File: src/rtl/ram_arbiter_if.sv
// Bundle of the two requester ports and the single RAM port shared by ram_arbiter.
// The slave view is taken by the arbiter; the master view belongs to requesters and the RAM.
interface ram_arbiter_if #(
    parameter int unsigned WIDTH = 32
);
    logic             req0;
    logic             we0;
    logic             lock0;
    logic [WIDTH-1:0] addr0;
    logic [WIDTH-1:0] wdata0;
    logic             gnt0;
    logic             rvalid0;
    logic [WIDTH-1:0] rdata0;

    logic             req1;
    logic             we1;
    logic             lock1;
    logic [WIDTH-1:0] addr1;
    logic [WIDTH-1:0] wdata1;
    logic             gnt1;
    logic             rvalid1;
    logic [WIDTH-1:0] rdata1;

    logic [WIDTH-1:0] ramaddress;
    logic [WIDTH-1:0] writeramdata;
    logic             writeram;
    logic [WIDTH-1:0] readramdata;

    modport slave (
        input  req0, we0, lock0, addr0, wdata0,
        output gnt0, rvalid0, rdata0,
        input  req1, we1, lock1, addr1, wdata1,
        output gnt1, rvalid1, rdata1,
        output ramaddress, writeramdata, writeram,
        input  readramdata
    );

    modport master (
        output req0, we0, lock0, addr0, wdata0,
        input  gnt0, rvalid0, rdata0,
        output req1, we1, lock1, addr1, wdata1,
        input  gnt1, rvalid1, rdata1,
        input  ramaddress, writeramdata, writeram,
        output readramdata
    );
endinterface

File: src/rtl/ram_arbiter.sv
// Two-port arbiter in front of a single-port data RAM: round-robin or fixed priority,
// optional locked bursts capped at MAXBURST, and registered read return with a valid strobe.
module ram_arbiter #(
    parameter int unsigned WIDTH      = 32,
    parameter int unsigned FIXED_PRIO = 0,
    parameter int unsigned MAXBURST   = 8
) (
    input  logic          clock,
    input  logic          nreset,
    ram_arbiter_if.slave  bus
);
    localparam int unsigned CW = $clog2(MAXBURST + 1);

    typedef enum logic [1:0] {
        OWN_NONE = 2'd0,
        OWN_0    = 2'd1,
        OWN_1    = 2'd2
    } owner_e;

    owner_e           owner_q, owner_d;
    logic [CW-1:0]    burstcnt_q, burstcnt_d;
    logic             last_q, last_d;
    logic             hand_q, hand_d;
    logic             hand_port_q, hand_port_d;
    logic             rvalid0_q, rvalid1_q;
    logic [WIDTH-1:0] rdata0_q, rdata1_q;

    logic             gnt0_c, gnt1_c, pick1_c;
    logic             gport_c, glock_c;
    owner_e           gown_c;
    int unsigned      cnt_next_c;

    // A burst that just hit its cap hands the next tie to the other port, whatever the priority mode.
    always_comb begin
        pick1_c = 1'b0;
        gnt0_c  = 1'b0;
        gnt1_c  = 1'b0;
        if (hand_q) begin
            pick1_c = ~hand_port_q;
        end else if (FIXED_PRIO != 0) begin
            pick1_c = 1'b0;
        end else begin
            pick1_c = ~last_q;
        end
        if (nreset) begin
            if (owner_q == OWN_0 && bus.req0) begin
                gnt0_c = 1'b1;
            end else if (owner_q == OWN_1 && bus.req1) begin
                gnt1_c = 1'b1;
            end else if (bus.req0 && bus.req1) begin
                gnt0_c = ~pick1_c;
                gnt1_c = pick1_c;
            end else begin
                gnt0_c = bus.req0;
                gnt1_c = bus.req1;
            end
        end
    end

    // Ownership/burst bookkeeping; a count inherited from the other port's burst restarts at zero.
    always_comb begin
        owner_d     = OWN_NONE;
        burstcnt_d  = '0;
        last_d      = last_q;
        hand_d      = 1'b0;
        hand_port_d = hand_port_q;
        gport_c     = gnt1_c;
        gown_c      = gnt1_c ? OWN_1 : OWN_0;
        glock_c     = gnt1_c ? bus.lock1 : bus.lock0;
        cnt_next_c  = 32'd1;
        if (owner_q == gown_c) begin
            cnt_next_c = 32'(burstcnt_q) + 32'd1;
        end
        if (gnt0_c || gnt1_c) begin
            last_d = gport_c;
            if (glock_c && cnt_next_c < MAXBURST) begin
                owner_d    = gown_c;
                burstcnt_d = CW'(cnt_next_c);
            end else if (glock_c) begin
                hand_d      = 1'b1;
                hand_port_d = gport_c;
            end
        end
    end

    always_ff @(posedge clock or negedge nreset) begin
        if (!nreset) begin
            owner_q     <= OWN_NONE;
            burstcnt_q  <= '0;
            last_q      <= 1'b1;
            hand_q      <= 1'b0;
            hand_port_q <= 1'b0;
        end else begin
            owner_q     <= owner_d;
            burstcnt_q  <= burstcnt_d;
            last_q      <= last_d;
            hand_q      <= hand_d;
            hand_port_q <= hand_port_d;
        end
    end

    // RAM pins follow the granted port and rest at zero otherwise.
    always_comb begin
        bus.ramaddress   = '0;
        bus.writeramdata = '0;
        bus.writeram     = 1'b0;
        if (gnt0_c) begin
            bus.ramaddress   = bus.addr0;
            bus.writeramdata = bus.wdata0;
            bus.writeram     = bus.we0;
        end else if (gnt1_c) begin
            bus.ramaddress   = bus.addr1;
            bus.writeramdata = bus.wdata1;
            bus.writeram     = bus.we1;
        end
    end

    always_ff @(posedge clock or negedge nreset) begin
        if (!nreset) begin
            rvalid0_q <= 1'b0;
            rvalid1_q <= 1'b0;
            rdata0_q  <= '0;
            rdata1_q  <= '0;
        end else begin
            rvalid0_q <= gnt0_c & ~bus.we0;
            rvalid1_q <= gnt1_c & ~bus.we1;
            if (gnt0_c && !bus.we0) begin
                rdata0_q <= bus.readramdata;
            end
            if (gnt1_c && !bus.we1) begin
                rdata1_q <= bus.readramdata;
            end
        end
    end

    assign bus.gnt0    = gnt0_c;
    assign bus.gnt1    = gnt1_c;
    assign bus.rvalid0 = rvalid0_q;
    assign bus.rvalid1 = rvalid1_q;
    assign bus.rdata0  = rdata0_q;
    assign bus.rdata1  = rdata1_q;
endmodule

File: src/flat_wrapper.sv
// flat-port wrapper written by rule: the top's interface ports become plain ports
module ram_arbiter_flat 
#(
    parameter int unsigned WIDTH      = 32,
    parameter int unsigned FIXED_PRIO = 0,
    parameter int unsigned MAXBURST   = 8
)
  (clock, nreset, bus_req0, bus_we0, bus_lock0, bus_addr0, bus_wdata0, bus_gnt0, bus_rvalid0, bus_rdata0, bus_req1, bus_we1, bus_lock1, bus_addr1, bus_wdata1, bus_gnt1, bus_rvalid1, bus_rdata1, bus_ramaddress, bus_writeramdata, bus_writeram, bus_readramdata);
  ram_arbiter_if #(.WIDTH(WIDTH)) bus_i ();
  input  logic clock;
  input  logic nreset;
  input wire logic [$bits(bus_i.req0)-1:0] bus_req0;
  input wire logic [$bits(bus_i.we0)-1:0] bus_we0;
  input wire logic [$bits(bus_i.lock0)-1:0] bus_lock0;
  input wire logic [$bits(bus_i.addr0)-1:0] bus_addr0;
  input wire logic [$bits(bus_i.wdata0)-1:0] bus_wdata0;
  output wire logic [$bits(bus_i.gnt0)-1:0] bus_gnt0;
  output wire logic [$bits(bus_i.rvalid0)-1:0] bus_rvalid0;
  output wire logic [$bits(bus_i.rdata0)-1:0] bus_rdata0;
  input wire logic [$bits(bus_i.req1)-1:0] bus_req1;
  input wire logic [$bits(bus_i.we1)-1:0] bus_we1;
  input wire logic [$bits(bus_i.lock1)-1:0] bus_lock1;
  input wire logic [$bits(bus_i.addr1)-1:0] bus_addr1;
  input wire logic [$bits(bus_i.wdata1)-1:0] bus_wdata1;
  output wire logic [$bits(bus_i.gnt1)-1:0] bus_gnt1;
  output wire logic [$bits(bus_i.rvalid1)-1:0] bus_rvalid1;
  output wire logic [$bits(bus_i.rdata1)-1:0] bus_rdata1;
  output wire logic [$bits(bus_i.ramaddress)-1:0] bus_ramaddress;
  output wire logic [$bits(bus_i.writeramdata)-1:0] bus_writeramdata;
  output wire logic [$bits(bus_i.writeram)-1:0] bus_writeram;
  input wire logic [$bits(bus_i.readramdata)-1:0] bus_readramdata;
  assign bus_i.req0 = bus_req0;
  assign bus_i.we0 = bus_we0;
  assign bus_i.lock0 = bus_lock0;
  assign bus_i.addr0 = bus_addr0;
  assign bus_i.wdata0 = bus_wdata0;
  assign bus_gnt0 = bus_i.gnt0;
  assign bus_rvalid0 = bus_i.rvalid0;
  assign bus_rdata0 = bus_i.rdata0;
  assign bus_i.req1 = bus_req1;
  assign bus_i.we1 = bus_we1;
  assign bus_i.lock1 = bus_lock1;
  assign bus_i.addr1 = bus_addr1;
  assign bus_i.wdata1 = bus_wdata1;
  assign bus_gnt1 = bus_i.gnt1;
  assign bus_rvalid1 = bus_i.rvalid1;
  assign bus_rdata1 = bus_i.rdata1;
  assign bus_ramaddress = bus_i.ramaddress;
  assign bus_writeramdata = bus_i.writeramdata;
  assign bus_writeram = bus_i.writeram;
  assign bus_i.readramdata = bus_readramdata;
  ram_arbiter #(.WIDTH(WIDTH), .FIXED_PRIO(FIXED_PRIO), .MAXBURST(MAXBURST)) u_core (.clock(clock), .nreset(nreset), .bus(bus_i));
endmodule
File: config.mk
export PLATFORM = sky130hd
export DESIGN_NAME = ram_arbiter_flat
export DESIGN_NICKNAME = d
export VERILOG_FILES = /design/src/rtl/ram_arbiter_if.sv /design/src/rtl/ram_arbiter.sv /design/src/flat_wrapper.sv
export SDC_FILE = /design/constraint.sdc
export NUM_CORES = 1
export LEC_CHECK = 0
export ABC_CLOCK_PERIOD_IN_PS = 2200
export CORE_AREA = 2 2 118 120
export DETAILED_ROUTE_END_ITERATION = 10
export DIE_AREA = 0 0 120 122
export GPL_ROUTABILITY_DRIVEN = 0
export PLACE_DENSITY = 0.73
export SLEW_MARGIN = 20
export SYNTH_ARGS = -nofsm -noshare
export SYNTH_HDL_FRONTEND = slang
export SYNTH_SLANG_ARGS = --single-unit
File: constraint.sdc
create_clock -name clock -period 2.2 [get_ports clock]
set_clock_uncertainty 0.15 [all_clocks]
set_input_delay 0.33 -clock clock [delete_from_list [all_inputs] [get_ports clock]]
set_output_delay 0.33 -clock clock [all_outputs]
set_load 0.05 [all_outputs]
== Yosys cells after proc, flatten, opt, wreduce, memory -nomap -nowiden ==
Cells that the tools add are included.
Widths: inputs -> output; s select.
Word-level totals
  output and inout bits: 133
  register bits after elaboration: 75
  word-level logic and storage cells: 57
  input bits: 168
Operators by class
  bitwise gates (word level): 8
  $add $sub $neg: 1
  equality and inequality tests: 3
  reductions and logical operators: 10
  order comparisons: 1
  mux-type cells: 25
Operator list (number)
  $mux 32: 5
  $lt 32x4->1 const B: 1
  $mux 1: 15
  $mux 4: 2
  $logic_and 1x1->1: 6
  $mux 2: 3
  $not 1->1: 6
  $add 4x1->5 const B: 1
  $reduce_and 3->1: 1
  $and 1x1->1: 2
  $eq 2x1->1 const B: 1
  $eq 2x2->1: 1
  $eq 2x2->1 const B: 1
  $logic_not 1->1: 2
  $logic_or 1x1->1: 1

== Depth between registers and ports, before layout ==
Gate-level depths: netlist of the first run.
  word-level depth: 13
  gate-level depth with buffers: 7
  gate-level depth less buffers: 6

== Worst setup path after synthesis of the first run ==
Ideal clock, no wire load.
  path type: register to output
  from: register u_core.hand_q
  to: output port bus_writeramdata[24]
  stages on the path, launching flop included: 6
  setup slack: -0.707 ns
  arrival: 2.427 ns
  path buffers: 1
  data required time: 1.720 ns
  cells stage by stage: dfrtp_1 > mux2_1 > maj3_2 > a21oi_4 > buf_1 > a22o_1
Between the ends
  cells in the longest elaborated chain, start to end: 7
  elaborated cells between the ends (all ways): 12
  those cells by class: mux: 11; bitwise: 1
RTL lines
  start, declared: line ram_arbiter.sv:23  | logic hand_q, hand_d;
  start signal, assigned: line ram_arbiter.sv:97  | hand_q <= hand_d;
  $mux 1: line ram_arbiter.sv:38  | if (hand_q) begin
  $mux 1: line ram_arbiter.sv:50  | end else if (bus.req0 && bus.req1) begin
  $mux 1: line ram_arbiter.sv:48  | end else if (owner_q == OWN_1 && bus.req1) begin
  $mux 1: line ram_arbiter.sv:46  | if (owner_q == OWN_0 && bus.req0) begin
  $mux 1: line ram_arbiter.sv:45  | if (nreset) begin
  net bus_gnt1: line flat_wrapper.sv:25  | output wire logic [$bits(bus_i.gnt1)-1:0] bus_gnt1;
  $mux 32: line ram_arbiter.sv:111  | end else if (gnt1_c) begin
  $mux 32: line ram_arbiter.sv:107  | if (gnt0_c) begin
  end, declared: line flat_wrapper.sv:29  | output wire logic [$bits(bus_i.writeramdata)-1:0] bus_writeramdata;
The timed path passes the listed nets, and every way through them passes these cells.

== Worst setup path in the final report of the first run ==
  from: register u_core.hand_q
  to: output port bus_ramaddress[13]
Between the ends
  cells in the longest elaborated chain, start to end: 7
  elaborated cells between the ends (all ways): 12
  those cells by class: mux: 11; bitwise: 1
RTL lines
  $mux 1 *: line ram_arbiter.sv:38
  $mux 1 or $not 1->1 (tied branches): line ram_arbiter.sv:50, ram_arbiter.sv:51
  $mux 1, on equally long branches: line ram_arbiter.sv:48, ram_arbiter.sv:50
  $mux 1, on equally long branches: line ram_arbiter.sv:46, ram_arbiter.sv:48
  $mux 1, on equally long branches: line ram_arbiter.sv:45, ram_arbiter.sv:46
  $mux 32 or $mux 1 (tied branches): line ram_arbiter.sv:111, ram_arbiter.sv:45
  $mux 32 *: line ram_arbiter.sv:107
  end, declared: line flat_wrapper.sv:28  | output wire logic [$bits(bus_i.ramaddress)-1:0] bus_ramaddress;
Mark *: on every way between the ends. The rest lies on a longest branch, timed or not.

==> results by group, run 1 <==
Status
  – Outcome: finished, violations left
  – Failing checks: setup timing

Detailed routing
  – 1st-iter DRT viols: 193
  – Avg WL per Cell: 21.33 um
  – Drt first pass iters: 4
  – DRC: 0
  – Total number of vias: 3766
  – Via-per-instance ratio: 4.761
  – Post-route ant nets: 0
  – Final WL: 16.87 mm

Placed design
  – Placement Cell Area: 0.007851 sq mm
  – Buffers on Ports: 300
  – Dpl hpwl: 11.46 mm
  – Dpl ws: -0.2090 ns

Floorplan
  – Core Region: 0.01350 sq mm
  – Rows: 43
  – Die Ht: 122 um
  – Top-level port count: 301
  – Initial Util: 0.2644
  – Die area: 0.01464 sq mm
  – Die width: 120 um

Logic synthesis
  – Largest area contributor in the netlist: dfrtp_1
  – Post-synthesis sequential area ratio: 0.5259
  – Main synth FF type: dfrtp_1
  – Synth Register Bits: 75
  – Ys async rst share: 1.000
  – Post-synth EDFFs: 0
  – Cells after synthesis: 269
  – Syn Area/Cell: 13.27 sq um
  – Post-synth top cells: dfrtp_1 (74), a22o_1 (65), mux2_2 (33), mux2_1 (32), nand2_1 (7)
  – Largest cells by area after synthesis: dfrtp_1 (52%), a22o_1 (16%), mux2_2 (10%)
  – Post-Syn Area: 0.003571 sq mm
  – Syn Nets: 438
  – Synth warn: 0
  – Top-count cell post-synth: dfrtp_1
  – Distinct cells, synth: 33
  – Top cell type's share of synthesized area: 0.5186

Global route
  – GR Util All Layers: 0.2029
  – Vias in the first global route: 3984
  – Total congestion overflow: 0
  – Largest net degree at the start of global routing: 80
  – Initial antenna violation count: 0
  – First-pass GRT wire length: 22.43 mm

Pwr
  – Switch share: 0.3984
  – Clock Power Share: 0.177
  – Maximum VDD drop: 0.0003329 V
  – P_int: 4.274 mW
  – Power, Total: 7.104 mW
  – P_sw: 2.830 mW
  – Sequential share of power: 0.265
  – Pwr/cell area: 797.4 mW/mm^2
  – Combinational power share: 0.558
  – Lkg Pwr: 3.826 nW

Clocking
  – CTS clk-pin slew, worst paths: 0.05 ns
  – CTS H-tree depth: 3
  – CTS root buffer: clkbuf_16
  – Total CTS buffers: 9
  – Clk buf depth: 2
  – Clock sink count: 75
  – TritonCTS clock tree: yes
  – Skew-Pair Late Insertion Delay: 0.32 ns

Timing
  – Fmax: 0.3706 GHz
  – Setup ws final: -0.4980 ns
  – Hold Fails Final Rpt: 0
  – RSZ-0062 raised after global routing: yes
  – Tmin final: 2.698 ns
  – Slew margin rel.: 0.3499
  – Setup violations, final: 133
  – Max-slew violation count: 0
  – Part of the cycle the worst path needs: 1.226
  – Slew at the pin with the worst max-slew slack: 0.9751 ns

Critical path
  – Worst setup EP type: primary output
  – CP startpoint kind: flop
  – CP Class: flop to primary output
  – R2r worst-path depth: 12
  – Crit path max fanout: 15
  – Critical Path AT: 2.22 ns
  – Reg-to-reg endpoint: u_core.bus.rdata0[22]
  – Reg2reg start: u_core.hand_q
  – Worst EP required: 1.72 ns
  – Reg2Reg Setup Slack: -0.50 ns

Final layout
  – Final instance area: 0.008909 sq mm
  – Nets: 777
  – Core Util, Final: 0.6597
  – Filler cells: 953
  – Layout cells sized above 1: 0.4393
  – Layout Area Growth over Synthesis: 149.5%

Hold path
  – Hold Path Class: primary input to async pin

Job
  – Number of max-cap violations: 0
final cells by class:
type / instances / area, sq um / area share
inverter: 3 / 11.26 / 0.001264
clock inverter: 3 / 17.52 / 0.001966
antenna: 1 / 2.502 / 0.0002809
timing repair buffer: 350 / 4439 / 0.4983
multi-input combinational: 169 / 2096 / 0.2353
sequential: 75 / 1878 / 0.2108
clock buffer: 10 / 239.0 / 0.02683
tap: 180 / 225.2 / 0.02528
cells in the final DEF (no fill, tap or decap), types with 2 or more instances in the layout:
cell type,instances
a21oi_4,2
a22o_2,24
a22o_4,41
a31oi_1,2
and3_1,2
buf_12,78
buf_16,6
buf_4,21
buf_6,6
clkbuf_16,15
clkdlybuf4s50_1,232
clkinv_2,2
dfrtp_1,74
inv_1,3
maj3_2,2
mux2_2,30
mux2_4,34
mux2i_1,2
nand2_1,7
nand2b_1,2
nand3_1,2
nor2_1,4
nor2b_4,2
nor3_1,2
worst max-delay path by stage:
stage	start	cells after the start	slack (ns)	to
6_report	u_core.hand_q	7	-0.50	bus_ramaddress[13]
5_1_grt	u_core.hand_q	12	-0.61	u_core.bus.rdata0[18]
4_1_cts	u_core.hand_q	7	-0.47	bus_ramaddress[6]
3_5_place_dp	u_core.hand_q	7	-0.21	u_core.bus.rdata0[13]
3_3_place_gp	u_core.hand_q	7	-0.15	u_core.bus.rdata0[4]
2_1_floorplan	u_core.last_q	5	-0.09	bus_ramaddress[12]
flip-flops by register name, summed over array words and instances, names as in the netlist:
signal              cells
u_core.bus.rdata1      32
u_core.hand_q           1
u_core.last_q           1
u_core.bus.rvalid0      1
u_core.bus.rvalid1      1
u_core.bus.rdata0      32
u_core.burstcnt_q       4
u_core.owner_q          2
u_core.hand_port_q      1
stage by stage:
stage	TNS, ns	cells	hold WS, ns
after floorplan	-3.633	269	-0.1156
after global placement	-13.82	745	0.3159
after detailed placement	-19.17	745	0.3237
after CTS	-52.57	776	0.1802
after global routing	-64.72	790	0.2247
final	-54.77	791	0.1457
power groups by stage:
| stage | sequential (mW) | combinational [mW] | clock [mW] |
|---|---|---|---|
| global placement | 1.87 | 3.60 | 0 |
| global route | 1.93 | 4.09 | 1.36 |
| detailed placement | 1.89 | 3.64 | 0 |
| floorplan | 2.98 | 0.913 | 0 |
| CTS | 1.87 | 3.73 | 1.29 |
| finish | 1.89 | 3.96 | 1.26 |
routing by layer:
metal / track usage / up-vias / routed length [um] / share of wire
met3: 0.05946 / 14 / 1134 / 0.067
li1: - / 1705 / - / -
met4: 0.04265 / 0 / 167 / 0.0099
met1: 0.2193 / 1870 / 6209 / 0.37
met2: 0.3899 / 177 / 9359 / 0.55
met5: 0 / - / 0 / 0
logic make-up (layout without fill, tap and decap cells):
kind of cell / after synthesis / count (layout) / synth area share
other cells: 1 / 2 / 0.001050
fa+ha+maj: 3 / 3 / 0.009810
simple gates: 24 / 24 / 0.03434
flops: 75 / 75 / 0.5259
compound gates: 73 / 73 / 0.1776
mux: 67 / 67 / 0.2106
buf+inv: 25 / 366 / 0.03819
xor+xnor: 1 / 1 / 0.002453
worst max-delay path, stage by stage, from the launching register on:
cell	delay [ns]
dfrtp_1	0.39
mux2_4	0.31
maj3_2	0.34
a21oi_4	0.17
buf_4	0.18
buf_12	0.17
a22o_2	0.20
buf_12	0.14
timing repair:
item | 4_1_cts | 5_1_grt
gates resized for setup | 9 | 56
cloned | 7 | 8
pin swaps | 0 | 7
setup buffers | 11 | 7
hold buffers | 0 | 0
setup endpoints to repair | 131 | 134
Note: power is estimated with default switching activity, not from simulation.
==> inputs of run 2 (changes only) <==
Settings changed: CORE_AREA 2 2 118 120 to 2 2 117 119, DIE_AREA 0 0 120 122 to 0 0 119 121, DONT_BUFFER_PORTS from default to 1, PLACE_DENSITY 0.73 to 0.43.
==> results by group, run 2 (synthesis gave the netlist of run 1 again) <==
Timing
  – Max-slew violation count: 0
  – Fmax: 0.3766 GHz
  – Tmin final: 2.656 ns
  – Part of the cycle the worst path needs: 1.207
  – RSZ-0062 raised after global routing: yes
  – Slew margin rel.: 0.6507
  – Setup violations, final: 131
  – Setup ws final: -0.4556 ns
  – Slew at the pin with the worst max-slew slack: 0.5240 ns
  – Worst hold slack: -0.4642 ns
  – Hold Fails Final Rpt: 75

Final layout
  – Core Util, Final: 0.4660
  – Layout cells sized above 1: 0.5783
  – Diodes inserted: 0
  – Nets: 515
  – Commonest non-fill, non-tap cell in the layout: dfrtp_1
  – Commonest non-fill, non-tap cells in the layout: dfrtp_1 (74), mux2_4 (65), a22o_4 (59)
  – Layout Area Growth over Synthesis: 70.74%

Detailed routing
  – Post-route ant nets: 0
  – Total number of vias: 2780
  – Drt first pass iters: 4
  – 1st-iter DRT viols: 168
  – Via-per-instance ratio: 5.275
  – Avg WL per Cell: 27.18 um
  – Final WL: 14.33 mm
  – DRC: 0

Critical path
  – Worst EP required: 1.72 ns
  – CP cell instances: mux2_4 > maj3_2 > a21oi_4 > buf_8 > buf_12 > buf_6 > a22o_4
  – WP buf/inv: 3
  – Reg2Reg Setup Slack: -0.29 ns
  – CP max stage delay: 0.39 ns
  – Crit path max fanout: 8
  – CP startpoint kind: flop
  – Top delay family on crit path: buffers and inverters
  – CP max stage cell: dfrtp_1
  – Critical Path AT: 2.18 ns
  – Worst setup EP type: primary output
  – CP Class: flop to primary output

Floorplan
  – Die Ht: 121 um
  – Die area: 0.01440 sq mm
  – Core Region: 0.01309 sq mm
  – Rows: 42
  – Initial Util: 0.2729
  – Die width: 119 um
  – Top-level port count: 301

Clocking
  – CTS root buffer: clkbuf_16
  – Skew-Pair Late Insertion Delay: 0.34 ns
  – Hold_buf cts: 38
  – Total CTS buffers: 9
  – CTS H-tree depth: 3
  – Clock sink count: 75
  – TritonCTS clock tree: yes
  – Clk buf depth: 2
  – CTS clk-pin slew, worst paths: 0.06 ns

Global route
  – GR Util All Layers: 0.1895
  – Largest net degree at the start of global routing: 84
  – Total congestion overflow: 0
  – Initial antenna violation count: 0
  – Vias in the first global route: 3102
  – First-pass GRT wire length: 19.97 mm

Placed design
  – Dpl hpwl: 8.373 mm
  – Buffers on Ports: 0

Pwr
  – Power, Total: 6.274 mW
  – Maximum VDD drop: 0.0004170 V
  – Lkg Pwr: 2.762 nW
  – Pwr/cell area: 1029 mW/mm^2

Status
  – Outcome: finished, violations left
  – Failing checks: hold timing, setup timing

Job
  – Number of max-cap violations: 0

Hold path
  – Hold Path Class: primary input to async pin
-- run 2: changes by cell type in the layout (fill, tap and decap cells not counted), sizes merged --
cell           before  now
clkdlybuf4s50     232    0
clkbuf             16   14
clkinvlp            1    0
bufinv              0    2
dlygate4sd3         0   38
clkinv              2    3
diode               1    0
buf               112   47
-- run 2: worst paths after layout --
| path | start | end | depth (start not counted) |
|---|---|---|---|
| max in group asynchronous | nreset | u_core.last_q | 0 |
| min | nreset | u_core.bus.rdata1[14] | 0 |
| min reg2reg | u_core.last_q | u_core.last_q | 2 |
| max | u_core.hand_q | bus_writeramdata[10] | 7 |
| max reg2reg | u_core.hand_q | u_core.bus.rdata1[16] | 9 |
| min in group clock | bus_lock1 | u_core.hand_port_q | 1 |
-- run 2: through the flow --
step,TNS (ns),instances,setup slack (ns),area (sq um)
after global placement,-10.02,443,-0.1804,4265
after detailed placement,-11.06,443,-0.2036,4265
after CTS,-42.63,532,-0.4864,6167
after global routing,-45.22,527,-0.5174,6097
after floorplan,-3.633,269,-0.08582,3884
final,-37.71,527,-0.4556,6097
-- run 2: power by group --
part / switching (mW) / internal (mW)
combinational: 0.734 / 0.865
sequential: 1.38 / 1.68
clock: 0.583 / 1.03
-- run 2: area by class of cell --
cell class / count / area (sq um)
Multi-Input combinational cell: 169 / 2347
Clock buffer: 11 / 242.7
Sequential cell: 75 / 1878
Clock inverter: 5 / 86.33
Timing Repair Buffer: 88 / 1311
Inverter: 3 / 11.26
Tap cell: 176 / 220.2
Fill cell: 1115 / 6988
-- run 2: what timing repair did --
action,4_1_cts,5_1_grt
cloned,17,3
buffers inserted,18,2
pin swaps,48,11
setup endpoints to repair,131,131
gates resized for setup,128,14
hold endpoints to repair,145,75
-- run 2: routing by layer --
metal / track usage / up-vias / part of all wire
met3: 0.06297 / 12 / 0.078
met2: 0.3495 / 172 / 0.55
li1: - / 1173 / -
met1: 0.2059 / 1423 / 0.36
met5: 0 / - / 0
met4: 0.05580 / 0 / 0.012
